File: src/rtl/glyph_pixel_reader_if.sv
// Pixel stream from the glyph reader to the TFT write path: one coloured pixel per
// handshake, tagged with its glyph coordinates and row/glyph end markers.
interface glyph_pixel_reader_if #(
  parameter int COLOR_W = 16,
  parameter int X_W     = 3,
  parameter int Y_W     = 4
);
  logic               pix_valid;
  logic               pix_ready;
  logic [COLOR_W-1:0] pix_data;
  logic [X_W-1:0]     pix_x;
  logic [Y_W-1:0]     pix_y;
  logic               pix_eol;
  logic               pix_eof;

  modport master (
    output pix_valid,
    input  pix_ready,
    output pix_data,
    output pix_x,
    output pix_y,
    output pix_eol,
    output pix_eof
  );

  modport slave (
    input  pix_valid,
    output pix_ready,
    input  pix_data,
    input  pix_x,
    input  pix_y,
    input  pix_eol,
    input  pix_eof
  );
endinterface

File: src/rtl/glyph_pixel_reader.sv
// Walks a 1-bit glyph ROM in row-major order and streams FG/BG colour pixels over a
// valid/ready handshake at full rate, steering the ROM address one pixel ahead.
module glyph_pixel_reader #(
  parameter int              GLYPH_W  = 8,
  parameter int              GLYPH_H  = 16,
  parameter int              ADDR_W   = 7,
  parameter int              COLOR_W  = 16,
  parameter logic [COLOR_W-1:0] FG_COLOR = 16'hFFFF,
  parameter logic [COLOR_W-1:0] BG_COLOR = 16'h0000
) (
  input  logic              clock,
  input  logic              reset,
  input  logic              start,
  output logic              busy,
  output logic              done,
  output logic [ADDR_W-1:0] rom_address,
  input  logic              rom_q,
  glyph_pixel_reader_if.master pix
);

  localparam int X_W = $clog2(GLYPH_W);
  localparam logic [ADDR_W-1:0] LAST_P = ADDR_W'(GLYPH_W * GLYPH_H - 1);
  localparam logic [X_W-1:0]    LAST_X = X_W'(GLYPH_W - 1);

  typedef enum logic [1:0] {
    IDLE   = 2'd0,
    PRIME  = 2'd1,
    STREAM = 2'd2
  } state_t;

  state_t            state_q, state_d;
  logic [ADDR_W-1:0] p_q, p_d;
  logic              done_q, done_d;

  logic in_stream;
  logic at_last;
  logic accept;

  assign in_stream = (state_q == STREAM);
  assign at_last   = (p_q == LAST_P);
  assign accept    = in_stream && pix.pix_ready;

  always_ff @(posedge clock) begin
    if (reset) begin
      state_q <= IDLE;
      p_q     <= '0;
      done_q  <= 1'b0;
    end else begin
      state_q <= state_d;
      p_q     <= p_d;
      done_q  <= done_d;
    end
  end

  always_comb begin
    state_d = state_q;
    p_d     = p_q;
    done_d  = 1'b0;
    unique case (state_q)
      IDLE: begin
        if (start) begin
          state_d = PRIME;
          p_d     = '0;
        end
      end
      PRIME: begin
        state_d = STREAM;
      end
      STREAM: begin
        if (accept) begin
          if (at_last) begin
            state_d = IDLE;
            p_d     = '0;
            done_d  = 1'b1;
          end else begin
            p_d = p_q + ADDR_W'(1);
          end
        end
      end
      default: begin
        state_d = IDLE;
        p_d     = '0;
      end
    endcase
  end

  // Look ahead on an accepting edge so the registered ROM output lines up with p
  // on the following cycle; while stalled the address stays on p.
  assign rom_address = (accept && !at_last) ? (p_q + ADDR_W'(1)) : p_q;

  assign busy = (state_q != IDLE);
  assign done = done_q;

  assign pix.pix_valid = in_stream;
  assign pix.pix_data  = rom_q ? FG_COLOR : BG_COLOR;
  assign pix.pix_x     = p_q[X_W-1:0];
  assign pix.pix_y     = p_q[ADDR_W-1:X_W];
  assign pix.pix_eol   = in_stream && (p_q[X_W-1:0] == LAST_X);
  assign pix.pix_eof   = in_stream && at_last;

endmodule

File: src/flat_wrapper.sv
// flat-port wrapper written by rule: the top's interface ports become plain ports
module glyph_pixel_reader_flat 
#(
  parameter int              GLYPH_W  = 8,
  parameter int              GLYPH_H  = 16,
  parameter int              ADDR_W   = 7,
  parameter int              COLOR_W  = 16,
  parameter logic [COLOR_W-1:0] FG_COLOR = 16'hFFFF,
  parameter logic [COLOR_W-1:0] BG_COLOR = 16'h0000
)
  (clock, reset, start, busy, done, rom_address, rom_q, pix_pix_valid, pix_pix_ready, pix_pix_data, pix_pix_x, pix_pix_y, pix_pix_eol, pix_pix_eof);
  glyph_pixel_reader_if #(.COLOR_W(COLOR_W), .X_W(3), .Y_W(4)) pix_i ();
  input  logic clock;
  input  logic reset;
  input  logic start;
  output logic busy;
  output logic done;
  output logic [ADDR_W-1:0] rom_address;
  input  logic rom_q;
  output wire logic [$bits(pix_i.pix_valid)-1:0] pix_pix_valid;
  input wire logic [$bits(pix_i.pix_ready)-1:0] pix_pix_ready;
  output wire logic [$bits(pix_i.pix_data)-1:0] pix_pix_data;
  output wire logic [$bits(pix_i.pix_x)-1:0] pix_pix_x;
  output wire logic [$bits(pix_i.pix_y)-1:0] pix_pix_y;
  output wire logic [$bits(pix_i.pix_eol)-1:0] pix_pix_eol;
  output wire logic [$bits(pix_i.pix_eof)-1:0] pix_pix_eof;
  assign pix_pix_valid = pix_i.pix_valid;
  assign pix_i.pix_ready = pix_pix_ready;
  assign pix_pix_data = pix_i.pix_data;
  assign pix_pix_x = pix_i.pix_x;
  assign pix_pix_y = pix_i.pix_y;
  assign pix_pix_eol = pix_i.pix_eol;
  assign pix_pix_eof = pix_i.pix_eof;
  glyph_pixel_reader #(.GLYPH_W(GLYPH_W), .GLYPH_H(GLYPH_H), .ADDR_W(ADDR_W), .COLOR_W(COLOR_W), .FG_COLOR(FG_COLOR), .BG_COLOR(BG_COLOR)) u_core (.clock(clock), .reset(reset), .start(start), .busy(busy), .done(done), .rom_address(rom_address), .rom_q(rom_q), .pix(pix_i));
endmodule
File: config.mk
export PLATFORM = sky130hd
export DESIGN_NAME = glyph_pixel_reader_flat
export DESIGN_NICKNAME = d
export VERILOG_FILES = /design/src/rtl/glyph_pixel_reader_if.sv /design/src/rtl/glyph_pixel_reader.sv /design/src/flat_wrapper.sv
export SDC_FILE = /design/constraint.sdc
export NUM_CORES = 1
export LEC_CHECK = 0
export ABC_AREA = 0
export CORE_UTILIZATION = 41
export CTS_CLUSTER_SIZE = 8
export DETAILED_ROUTE_END_ITERATION = 7
export GPL_ROUTABILITY_DRIVEN = 0
export PLACE_DENSITY_LB_ADDON = 0.12
export SYNTH_ARGS = -nofsm -noshare
export SYNTH_HDL_FRONTEND = slang
export SYNTH_SLANG_ARGS = --single-unit
export TNS_END_PERCENT = 50
File: constraint.sdc
create_clock -name clock -period 4.2 [get_ports clock]
set_clock_uncertainty 0.15 [all_clocks]
set_input_delay 0.84 -clock clock [delete_from_list [all_inputs] [get_ports clock]]
set_output_delay 0.84 -clock clock [all_outputs]
set_load 0.005 [all_outputs]
==> results.py, run 1 <==
metrics = {
    "run_status": {
        "status": "complete, no violations",
    },
    "detailed_routing": {
        "detail_route.wl_per_cell_um": 11.5,
        "drc": 0,
        "drt_iter0_drc": 12,
        "drt_pass1_iterations": 4,
        "num_vias": 584,
        "routed_via_density": 5.03,
        "wirelength_mm": 1.34,
        "detail-route-antenna-nets": 0,
    },
    "sta": {
        "hold_viol_final": 0,
        "slew_headroom_pct": 74.6,
        "setup_violations": 0,
        "worstMarginPinSlew_ns": 0.380,
        "finalCritPeriodShare_pct": 88.8,
        "slew_viol_final": 0,
        "fmax_mhz": 268,
        "setup_slack_ns": 0.469,
        "post-route-min-period_ns": 3.73,
        "rsz0062_at_grt": "no",
        "tns_ns": 0,
    },
    "cts": {
        "post-cts-setup-buffers": 0,
        "cts_resized": 0,
        "hold_buffers": 0,
        "h-tree-depth": 1,
        "clockBufferDepth": 2,
        "cts_tree": "built",
        "cts-root-buf": "clkbuf_4",
        "numCtsBuffers": 3,
        "path_clk_slew_ns": 0.07,
        "cts_sinks": 10,
        "clk_latency_ns": 0.26,
    },
    "logic_synthesis": {
        "synth.distinct_cells": 31,
        "yosys_warnings": 0,
        "syn-num-nets": 93,
        "syn_inst": 86,
        "ys_seq_elements": 10,
        "ys_seq_area_share_pct": 27.2,
        "synth_area_um2": 737,
        "avgSynthCellArea_um2": 8.57,
    },
    "cells_and_area": {
        "fin_nets": 101,
        "utilization_pct": 53.5,
        "diodes": 0,
        "instances_no_fill": 116,
        "areaGrowthSynthToFinish_pct": 15.8,
        "drive_above_1_share_pct": 9.78,
    },
    "placement": {
        "preCtsSetupSlack_ns": 0.473,
        "dpl.cell_count": 113,
        "portBuffers": 22,
        "place_hpwl_mm": 1.01,
    },
    "floorplan": {
        "core_area_um2": 1590,
        "die_h_um": 44.4,
        "boundaryPins": 40,
        "rows": 14,
        "start_util_pct": 46.2,
        "die_w_um": 44.4,
        "dieArea_um2": 1970,
    },
    "critical_path": {
        "critPathCaptureType": "output port",
        "arrival_ns": 2.74,
        "r2r_end": "u_core.p_q[6]$_SDFFE_PP0P_",
        "worstPathRequired_ns": 3.21,
        "cp_max_fo": 10,
        "setup.reg_to_reg.worst_slack_ns": 2.23,
        "start_kind": "input port",
        "r2r_start": "u_core.p_q[0]$_SDFFE_PP0P_",
        "r2r_cells": 5,
        "worstSetupPathType": "input port to output port",
        "crit_path_start": "pix_pix_ready",
    },
    "min_path": {
        "hold_class": "flip-flop to flip-flop",
        "worstHoldPathCells": 2,
        "holdPathEnd": "u_core.state_q[1]$_SDFFE_PP0P_",
        "hold_start": "u_core.state_q[0]$_SDFFE_PP0P_",
    },
    "flow_run": {
        "drv_cap": 0,
    },
    "power_and_ir_drop": {
        "p_total_mw": 0.190,
        "power_density_nw_per_um2": 223,
        "seq_power_share_pct": 51.9,
        "p_comb_share_pct": 14.7,
        "internal_power_mw": 0.143,
        "ir_drop_v": 0.000116,
        "p_leak_nw": 0.317,
        "power.switching_mw": 0.0470,
        "pwr-share-clk_pct": 33.4,
        "netSwitchingFraction_pct": 24.7,
    },
    "global_route": {
        "grt_pass1_wl_mm": 2.31,
        "overflow": 0,
        "antenna_found_initial": 0,
        "gr-usage-all-layers_pct": 15.9,
        "grt_pass1_vias": 527,
        "grt_start_max_net_pins": 17,
    },
}
## cell usage after synthesis (all sizes together)
cell type,count,area [µm²]
nor3b,1,7.51
nand2b,2,12.5
or4,1,7.51
mux2,2,22.5
a21oi,9,67.6
nand3b,1,7.51
o21bai,1,7.51
a31oi,2,12.5
ha,2,25.0
nand2,4,15.0
clkbuf,1,13.8
xnor2,2,17.5
buf,18,143
xor2,1,8.76
nand3,3,20.0
mux2i,1,10.0
dfxtp,10,200
o21ai,1,5.00
a21boi,1,7.51
and2,2,12.5
nor2,8,30.0
nor3,1,5.00
and3,4,26.3
a22oi,2,15.0
a211oi,3,22.5
o21a,1,7.51
inv,2,7.51
## cells in the final DEF, fill, tap and decap left out, types with 2 or more instances in the layout
| cell | n |
|---|---|
| nand3_1 | 2 |
| and3_1 | 3 |
| a31oi_1 | 2 |
| nor2_1 | 8 |
| ha_1 | 2 |
| nand2_1 | 4 |
| a21oi_1 | 7 |
| and2_1 | 2 |
| xnor2_1 | 2 |
| dfxtp_1 | 10 |
| clkbuf_4 | 3 |
| a211oi_1 | 3 |
| a22oi_1 | 2 |
| inv_1 | 2 |
| clkdlybuf4s50_1 | 22 |
| nand2b_1 | 2 |
| a21oi_4 | 2 |
| mux2_2 | 2 |
## layout make-up
class,count,area (µm²)
inverter,2,7.51
tap,24,30.0
clock buffer,3,22.5
multi-input combinational,55,373
sequential,10,200
fill,161,741
timing repair buffer,22,220
## flip-flops by register name (all words and copies together) (netlist names)
name            flops
u_core.p_q          7
u_core.done         1
u_core.state_q      2
## power groups by stage
stage	clock network [mW]	registers [mW]	logic, mW
floorplan	0	0.100	0.0293
global placement	0	0.101	0.0281
detailed placement	0	0.101	0.0278
CTS	0.0674	0.0988	0.0281
global route	0.0741	0.0990	0.0311
finish	0.0636	0.0988	0.0279
## layer usage
layer | track usage [%] | up-vias | part of all wire (%)
met1 | 21.7 | 264 | 49
met3 | 5.31 | 2 | 5.4
li1 | - | 297 | -
met5 | 0 | - | 0
met4 | 7.27 | 0 | 0.82
met2 | 22.6 | 21 | 45
## per-stage QoR
| stage | instance area [µm²] | hold slack (ns) |
|---|---|---|
| global placement | 831 | 0.359 |
| floorplan | 737 | 0.326 |
| global route | 853 | 0.418 |
| detailed placement | 831 | 0.362 |
| CTS | 853 | 0.377 |
| finish | 853 | 0.377 |
## cell families (layout without fill, tap and decap cells)
family,after synthesis,count (layout),share of synthesized area [%]
and+or+nand+nor,27,27,19.5
DFF,10,10,27.2
xor gates and xnor gates,3,3,3.57
adders and majority gates,2,2,3.40
buffers and inverters,21,27,22.2
muxes,3,3,4.41
AOI/OAI and AO/OA,20,20,19.7
## worst max-delay path by stage
stage,to,slack (ns)
2_1_floorplan,rom_address[1],1.57
3_3_place_gp,rom_address[2],0.54
3_5_place_dp,rom_address[1],0.47
4_1_cts,rom_address[1],0.47
5_1_grt,rom_address[2],0.36
6_report,rom_address[1],0.47
## critical path, stage by stage
cell and delay [ns]:
clkdlybuf4s50_1 0.52, nand3b_1 0.23, a21oi_4 0.33, mux2_2 0.37, clkdlybuf4s50_1 0.45
Power figures use the tool's default switching activity.
==> inputs of run 2 (changes only) <==
--- a/config.mk
+++ b/config.mk
@@ -5,12 +5,13 @@
 export SDC_FILE = /design/constraint.sdc
 export NUM_CORES = 1
 export LEC_CHECK = 0
-export ABC_AREA = 0
+export ABC_AREA = 1
 export CORE_UTILIZATION = 41
 export CTS_CLUSTER_SIZE = 8
 export DETAILED_ROUTE_END_ITERATION = 7
 export GPL_ROUTABILITY_DRIVEN = 0
-export PLACE_DENSITY_LB_ADDON = 0.12
+export PLACE_DENSITY = 0.83
+export RECOVER_POWER = 25
 export SYNTH_ARGS = -nofsm -noshare
 export SYNTH_HDL_FRONTEND = slang
 export SYNTH_SLANG_ARGS = --single-unit
==> run 2 against run 1 <==
  * Sequential cell count stayed put
  * Register-to-register slack improved by 0.36 ns
  * Utilization down 1.1 points
  * Synthesized cell count rose by 41%
  * Sequential power rose by 10%
  * Combinational power rose to 2.7 times the previous value
  * Largest cell class unchanged
  * Wire length is 11% higher
  * Die area increased by 2.3%
  * Fmax up 4.2%
==> results.py, run 2 <==
metrics = {
    "cts": {
        "cts-root-buf": "clkbuf_4",
        "h-tree-depth": 1,
        "clockBufferDepth": 2,
        "clk_latency_ns": 0.27,
        "cts_tree": "built",
        "cts_resized": 0,
        "cts_sinks": 10,
        "numCtsBuffers": 3,
        "hold_buffers": 0,
        "post-cts-setup-buffers": 0,
        "path_clk_slew_ns": 0.06,
    },
    "detailed_routing": {
        "drc": 0,
        "drt_iter0_drc": 18,
        "drt_pass1_iterations": 6,
        "detail-route-antenna-nets": 0,
        "routed_via_density": 4.60,
        "wirelength_mm": 1.48,
        "detail_route.wl_per_cell_um": 9.61,
        "num_vias": 708,
    },
    "critical_path": {
        "critPathMostFrequentCell": "nand3_1",
        "slowest_delay_ns": 0.62,
        "crit_chain": "dlygate4sd3_1 -> inv_1 -> nand3_1 -> nand3_1 -> o22ai_1 -> clkdlybuf4s50_1",
        "worstPathRequired_ns": 3.21,
        "worstSetupPathType": "input port to output port",
        "start_kind": "input port",
        "critPathCaptureType": "output port",
        "cp_top_family": "buffers and inverters",
        "slowest_stage": "dlygate4sd3_1",
        "cp_max_fo": 7,
        "worst-path-buf-inv": 3,
        "arrival_ns": 2.59,
    },
    "floorplan": {
        "rows": 15,
        "boundaryPins": 40,
        "die_h_um": 44.9,
        "die_w_um": 44.9,
        "core_area_um2": 1730,
        "dieArea_um2": 2020,
        "start_util_pct": 43.7,
    },
    "logic_synthesis": {
        "yosys_warnings": 0,
        "synth-main-ff-cell": "dfxtp_1",
        "synth.distinct_cells": 19,
        "synth.most_common_cell": "nand2_1",
        "avgSynthCellArea_um2": 6.24,
        "syn_inst": 121,
        "synth_area_um2": 754,
        "ys_seq_elements": 10,
        "ys_seq_area_share_pct": 26.5,
        "synth_commonest_cells": "nand2_1, inv_1, buf_4",
        "synthArstFlopShare_pct": 0,
        "synth-edff-count": 0,
        "ys_top_cells_by_area": "dfxtp_1, nand2_1, buf_4",
        "syn-num-nets": 128,
        "synth_top_cell_area_share_pct": 26.5,
        "synth_top_cell_by_area": "dfxtp_1",
    },
    "sta": {
        "post-route-min-period_ns": 3.58,
        "slew_headroom_pct": 76.9,
        "hold_ws_ns": 0.346,
        "finalCritPeriodShare_pct": 85.2,
        "rsz0062_at_grt": "no",
        "hold_viol_final": 0,
        "worstMarginPinSlew_ns": 0.346,
        "fmax_mhz": 279,
        "setup_violations": 0,
        "slew_viol_final": 0,
        "tns_ns": 0,
    },
    "power_and_ir_drop": {
        "seq_power_share_pct": 43.5,
        "internal_power_mw": 0.169,
        "power_density_nw_per_um2": 276,
        "power.switching_mw": 0.0807,
        "pwr-share-clk_pct": 26.5,
        "p_total_mw": 0.250,
        "netSwitchingFraction_pct": 32.3,
        "p_comb_share_pct": 30.0,
        "p_leak_nw": 0.412,
        "ir_drop_v": 0.000181,
    },
    "cells_and_area": {
        "drive_above_1_share_pct": 5.43,
        "final_cell_mix": "nand2_1, clkdlybuf4s50_1, inv_1",
        "fin_nets": 138,
        "diodes": 0,
        "final_area_um2": 905,
        "fillerInstances": 183,
        "final_common_cell": "nand2_1",
        "largest_reg_flops": 7,
        "largest-register": "u_core.p_q",
        "areaGrowthSynthToFinish_pct": 19.9,
    },
    "run_status": {
        "status": "complete, no violations",
    },
    "global_route": {
        "gr-usage-all-layers_pct": 16.2,
        "antenna_found_initial": 0,
        "grt_start_max_net_pins": 17,
        "overflow": 0,
        "grt_pass1_wl_mm": 2.39,
        "grt_pass1_vias": 586,
    },
    "placement": {
        "place_hpwl_mm": 1.15,
        "placedInstanceArea_um2": 882,
        "portBuffers": 22,
    },
    "min_path": {
        "hold_class": "flip-flop to flip-flop",
    },
    "flow_run": {
        "drv_cap": 0,
    },
}
[run 2: changes by cell type after synthesis, sizes merged, moves of 3 or more]
cell,delta
nand2,+33
inv,+18
nand3,+6
and3,-4
nor2,+4
a211oi,-3
a21oi,-3
[run 2: worst register-to-register path: cells and delay by family, from the launching register on]
family	cells	cell delay (ns)
fa+ha+maj	1	0.23
simple gates	6	0.55
buf+inv	1	0.11
flops	1	0.47
[run 2: power by group through the flow]
stage	Clock [mW]	Sequential, mW	Combinational, mW
3_3_place_gp	0	0.110	0.0735
2_1_floorplan	0	0.109	0.0551
5_1_grt	0.0714	0.110	0.0839
4_1_cts	0.0683	0.108	0.0753
3_5_place_dp	0	0.111	0.0746
6_report	0.0661	0.109	0.0750
[run 2: layout make-up]
| type | instances | area (µm²) | share of cell area [%] |
|---|---|---|---|
| multi-input cells | 74 | 355 | 39.3 |
| inverters | 20 | 75.1 | 8.30 |
| well taps | 25 | 31.3 | 3.46 |
| clock buffers | 3 | 22.5 | 2.49 |
| flip-flops and latches | 10 | 200 | 22.1 |
| repair buffers | 22 | 220 | 24.3 |
[run 2: stage by stage]
| step | instances | setup slack, ns | util, % |
|---|---|---|---|
| floorplan | 121 | 1.89 | - |
| global placement | 151 | 0.741 | 51.1 |
| detailed placement | 151 | 0.700 | 51.1 |
| CTS | 154 | 0.686 | 52.4 |
| global route | 154 | 0.491 | 52.4 |
| finish | 154 | 0.620 | 52.4 |
[run 2: path summary, 6_finish.rpt]
kind	from	to	slack, ns	cells past startpoint
min	u_core.p_q[6]$_SDFFE_PP0P_	u_core.done$_SDFF_PP0_	0.35	2
min reg2reg	u_core.p_q[6]$_SDFFE_PP0P_	u_core.done$_SDFF_PP0_	0.35	2
max reg2reg	u_core.p_q[0]$_SDFFE_PP0P_	u_core.p_q[5]$_SDFFE_PP0P_	2.59	8
max	pix_pix_ready	rom_address[4]	0.62	6
[run 2: kinds of logic (layout without fill, tap and decap cells)]
family	count (synthesis)	in the layout	share of synthesized area, %
AND/OR/NAND/NOR	61	61	35.5
buffers and inverters	37	45	26.4
flip-flops	10	10	26.5
adder cells (fa/ha/maj)	2	2	3.32
XOR/XNOR	1	1	1.16
AO/OA/AOI/OAI	10	10	7.13
[run 2: per-layer routing]
layer	global-route usage [%]	wire, µm	up-vias	share of wire (%)
met1	20.8	659	313	45
met2	24.4	691	18	47
met3	4.40	93	5	6.3
met4	9.09	35	0	2.4
met5	0	0	-	0
li1	-	-	372	-
